$ cat src/rtl/video_read_arbiter.sv
// Two-master AXI4 read arbiter: grants AR bursts by priority into one registered
// request slot and steers in-order R beats back using a FIFO of granted master IDs.
module video_read_arbiter #(
  parameter int OUTSTANDING = 4,
  parameter bit STRICT_M0   = 1'b1
) (
  input  logic        clk,
  input  logic        reset,
  input  logic        m0_ar_valid,
  output logic        m0_ar_ready,
  input  logic [31:0] m0_ar_payload_addr,
  input  logic [7:0]  m0_ar_payload_len,
  input  logic [1:0]  m0_ar_payload_burst,
  input  logic        m1_ar_valid,
  output logic        m1_ar_ready,
  input  logic [31:0] m1_ar_payload_addr,
  input  logic [7:0]  m1_ar_payload_len,
  input  logic [1:0]  m1_ar_payload_burst,
  output logic        m0_r_valid,
  input  logic        m0_r_ready,
  output logic [31:0] m0_r_payload_data,
  output logic        m0_r_payload_last,
  output logic        m1_r_valid,
  input  logic        m1_r_ready,
  output logic [31:0] m1_r_payload_data,
  output logic        m1_r_payload_last,
  output logic        s_ar_valid,
  input  logic        s_ar_ready,
  output logic [31:0] s_ar_payload_addr,
  output logic [7:0]  s_ar_payload_len,
  output logic [1:0]  s_ar_payload_burst,
  input  logic        s_r_valid,
  output logic        s_r_ready,
  input  logic [31:0] s_r_payload_data,
  input  logic        s_r_payload_last
);
  localparam int PW = $clog2(OUTSTANDING);
  localparam logic [PW:0] FULL_CNT = (PW+1)'(OUTSTANDING);

  logic          r_s_ar_valid;
  logic [31:0]   r_ar_addr;
  logic [7:0]    r_ar_len;
  logic [1:0]    r_ar_burst;
  logic          r_last_grant;
  logic          r_order [OUTSTANDING];
  logic [PW-1:0] r_rd_ptr;
  logic [PW-1:0] r_wr_ptr;
  logic [PW:0]   r_count;

  logic w_slot_free;
  logic w_grant;
  logic w_win_m1;
  logic w_empty;
  logic w_head;
  logic w_pop;

  // Arbitration: a grant needs a free slot and room to remember who owns the burst
  always_comb begin
    w_slot_free = ~r_s_ar_valid | s_ar_ready;
    if (STRICT_M0 || !(m0_ar_valid && m1_ar_valid)) begin
      w_win_m1 = ~m0_ar_valid;
    end else begin
      w_win_m1 = ~r_last_grant;
    end
    w_grant = ~reset & w_slot_free & (r_count < FULL_CNT) & (m0_ar_valid | m1_ar_valid);
  end

  assign m0_ar_ready = w_grant & ~w_win_m1;
  assign m1_ar_ready = w_grant & w_win_m1;

  assign s_ar_valid         = r_s_ar_valid;
  assign s_ar_payload_addr  = r_ar_addr;
  assign s_ar_payload_len   = r_ar_len;
  assign s_ar_payload_burst = r_ar_burst;

  // R steering follows the oldest outstanding grant; stray beats stall when empty
  assign w_empty = (r_count == '0);
  assign w_head  = r_order[r_rd_ptr];

  assign m0_r_valid        = ~w_empty & ~w_head & s_r_valid;
  assign m1_r_valid        = ~w_empty &  w_head & s_r_valid;
  assign s_r_ready         = ~w_empty & (w_head ? m1_r_ready : m0_r_ready);
  assign m0_r_payload_data = s_r_payload_data;
  assign m1_r_payload_data = s_r_payload_data;
  assign m0_r_payload_last = s_r_payload_last;
  assign m1_r_payload_last = s_r_payload_last;
  assign w_pop             = s_r_valid & s_r_ready & s_r_payload_last;

  // AR request slot
  always_ff @(posedge clk) begin
    if (reset) begin
      r_s_ar_valid <= 1'b0;
      r_ar_addr    <= '0;
      r_ar_len     <= '0;
      r_ar_burst   <= '0;
      r_last_grant <= 1'b1;
    end else if (w_grant) begin
      r_s_ar_valid <= 1'b1;
      r_ar_addr    <= w_win_m1 ? m1_ar_payload_addr  : m0_ar_payload_addr;
      r_ar_len     <= w_win_m1 ? m1_ar_payload_len   : m0_ar_payload_len;
      r_ar_burst   <= w_win_m1 ? m1_ar_payload_burst : m0_ar_payload_burst;
      r_last_grant <= w_win_m1;
    end else if (s_ar_ready) begin
      r_s_ar_valid <= 1'b0;
    end
  end

  // Order FIFO storage carries no reset; only pointers and count define validity
  always_ff @(posedge clk) begin
    if (w_grant) begin
      r_order[r_wr_ptr] <= w_win_m1;
    end
  end

  always_ff @(posedge clk) begin
    if (reset) begin
      r_rd_ptr <= '0;
      r_wr_ptr <= '0;
      r_count  <= '0;
    end else begin
      if (w_grant) begin
        r_wr_ptr <= r_wr_ptr + PW'(1);
      end
      if (w_pop) begin
        r_rd_ptr <= r_rd_ptr + PW'(1);
      end
      case ({w_grant, w_pop})
        2'b10:   r_count <= r_count + (PW+1)'(1);
        2'b01:   r_count <= r_count - (PW+1)'(1);
        default: r_count <= r_count;
      endcase
    end
  end

endmodule

$ cat config.mk
export PLATFORM = sky130hd
export DESIGN_NAME = video_read_arbiter
export DESIGN_NICKNAME = d
export VERILOG_FILES = /design/src/rtl/video_read_arbiter.sv
export SDC_FILE = /design/constraint.sdc
export NUM_CORES = 1
export LEC_CHECK = 0
export CAP_MARGIN = 20
export CORE_MARGIN = 2
export CORE_UTILIZATION = 34
export CTS_BUF_LIST = sky130_fd_sc_hd__clkbuf_16
export CTS_CLUSTER_DIAMETER = 40
export DETAILED_ROUTE_END_ITERATION = 7
export PLACE_DENSITY = 0.93
export SYNTH_ARGS = -nofsm -noshare
export SYNTH_HDL_FRONTEND = slang
export SYNTH_SLANG_ARGS = --single-unit
$ cat constraint.sdc
create_clock -name clk -period 3.3 [get_ports clk]
set_input_delay 0.66 -clock clk [delete_from_list [all_inputs] [get_ports clk]]
set_output_delay 0.66 -clock clk [all_outputs]
set_load 0.02 [all_outputs]
==> results.ini <==
[outcome]
status=finished clean

[clocking]
post_cts_buffers=0
cts_buffers=5
cts-hold-fix-buffers=0
htreeDepth=2
clkTransAtPathRegs_ns=0.07
cts_tree=done
clock_latency_ns=0.29
ctsResizeCount=0
cts_sinks=56
root_buffer=clkbuf_16
cts_buffer_depth=2

[route]
drc=0
final_antenna_net_count=0
vias=2348
wirelength_um=6990
routedWlPerCell_um=14.0
viasPerCell=4.71
drt-pass1-iter-count=4
initialDrtViolationCount=22

[power_and_ir_drop]
power_density_nw_per_um2=452
p_leak_nw=1.62
ir_drop_mv=0.205

[placement]
dpl_worst_slack_ns=0.260
dp_hpwl_um=5380
placement.io_buffers=142
placed_cells=490
gp_congestion=0.753

[global_routing]
grt_pass1_vias=2393
track_usage_pct=13.9
grt-ovfl-total=0
antenna_found_initial=0
grt_pass1_wl_um=11100
grt_max_degree=92

[die]
start_util_pct=35.0
fp.dieH_um=98.5
fp-row-count=34
io_pins=239
die_w_um=98.5
core_area_um2=8680
die_area_um2=9700

[sta]
fmax_mhz=333
finClkSkew_ns=0.00693
slew_viol_final=0
tightest_slew_ns=0.814
period_needed_ns=3.00
period_share_pct=91.0
rsz0062_at_grt=false
layout_setup_ws_ns=0.297
finalSetupViolations=0
tns_ns=0
slew_headroom_pct=45.7
hold_viol=0

[cells_and_area]
diodes=0
nets=520
synthToLayoutAreaGrowth_pct=37.8
stdcell_count=498
drive_gt1_share_pct=4.62

[critical_path]
arrival_ns=2.34
crit_path_end_kind=output pin
critPathMaxFanout=4
rrSetupSlack_ns=0.54
crit_type=in2out
startpoint_type=input port
cp_data_required_time_ns=2.64

[synth]
synth_most_common_cell=buf_4
synth_area_leader_cell=dfxtp_1
synth_seq_area_share_pct=38.3
synth.area.top_cells=dfxtp_1 34%, buf_4 17%, mux2i_1 14%
synth_edf_count=4
netlist_area_um2=3030
synth_top_area_share_pct=34.3
syn_area_per_cell_um2=9.36
ys_ff_latch=56
synth_cell_types=29
async_flop_share_pct=0
synthCells=324
synth_common_cells=70 x buf_4, 54 x nor2_1, 52 x dfxtp_1, 42 x a211oi_1, 42 x mux2i_1
yosys_warnings=0
synth_flop_cell=dfxtp_1
syn_nets=455

[hold_path]
hold_path_class=reg2reg

[run]
cap_viol_max_count=0

[where the power goes]
| group | leakage, nW | switching (mW) | internal (mW) |
|---|---|---|---|
| Sequential | 0.466 | 0.0328 | 0.745 |
| Clock | 0.0847 | 0.250 | 0.362 |
| Combinational | 1.07 | 0.231 | 0.269 |
| Total | 1.62 | 0.514 | 1.38 |
[flip-flops by register name, indices dropped and copies added (netlist names), named ones only]
| name | flops |
|---|---|
| r_count | 3 |
| r_order | 4 |
| r_rd_ptr | 2 |
| r_wr_ptr | 2 |
| s_ar_payload_addr | 32 |
| s_ar_payload_burst | 2 |
| s_ar_payload_len | 8 |
| s_ar_valid | 1 |
[per-layer routing]
layer	up-vias	part of all wire (%)	track usage (%)
li1	1163	-	-
met1	1060	37	14.8
met2	104	52	25.0
met3	21	9.3	5.53
met4	0	2.4	4.95
met5	-	0	0
[through the flow]
step | area [um2] | util (%) | hold WS, ns | power (mW)
2_1_floorplan | 3030 | - | 0.472 | 1.16
3_3_place_gp | 4010 | 46.2 | 0.477 | 1.28
3_5_place_dp | 4010 | 46.2 | 0.492 | 1.30
4_1_cts | 4180 | 48.2 | 0.501 | 1.91
5_1_grt | 4180 | 48.2 | 0.521 | 1.98
6_report | 4180 | 48.2 | 0.497 | 1.89
[final timing paths]
| path | cells after the start | end | from |
|---|---|---|---|
| setup / recovery | 6 | m1_ar_ready | m1_ar_valid |
| hold / removal | 2 | s_ar_payload_addr[7] | s_ar_payload_addr[7] |
| setup reg to reg | 9 | r_count[2] | r_order[3] |
| hold reg to reg | 2 | s_ar_payload_addr[7] | s_ar_payload_addr[7] |
[kinds of logic after synthesis]
kind of cell,share of synthesized area [%]
buffers and inverters,20.7
and+or+nand+nor,9.94
DFF,38.3
AOI/OAI and AO/OA,11.3
muxes,16.2
adders and majority gates,2.72
xor gates and xnor gates,0.866
[cell type report]
cell class	instances	area, um2
timing repair buffer	145	1430
tap	108	135
fill	821	4500
clock inverter	3	45.0
inverter	8	30.0
multi-input combinational	173	1250
clock buffer	5	125
sequential	56	1160
[cell usage in the layout, fill, tap and decap left out]
cell and count:
inv_1 7, fa_1 1, clkdlybuf4s50_1 140, buf_4 3, mux4_2 1, nand2b_1 2, and2_1 4, o31ai_1 1
o21ai_0 2, edfxtp_1 4, inv_6 1, or3_1 1, inv_2 1, nor3b_2 1, nor2_1 54, a21oi_1 2
ha_1 5, clkbuf_16 5, xnor2_1 1, buf_2 2, inv_4 1, mux2_1 3, a211oi_1 42, nor2b_1 3
xor2_1 2, nand2_1 2, mux2i_1 42, nor4_2 1, bufinv_16 1, mux2i_2 1, nor3_1 2, dfxtp_1 52
[critical path: stages]
cell             delay, ns
clkdlybuf4s50_1       0.46
nor2_1                0.05
nor4_2                0.29
inv_2                 0.10
nor2_1                0.16
clkdlybuf4s50_1       0.63
No activity file was read; power rests on OpenSTA's default activity.
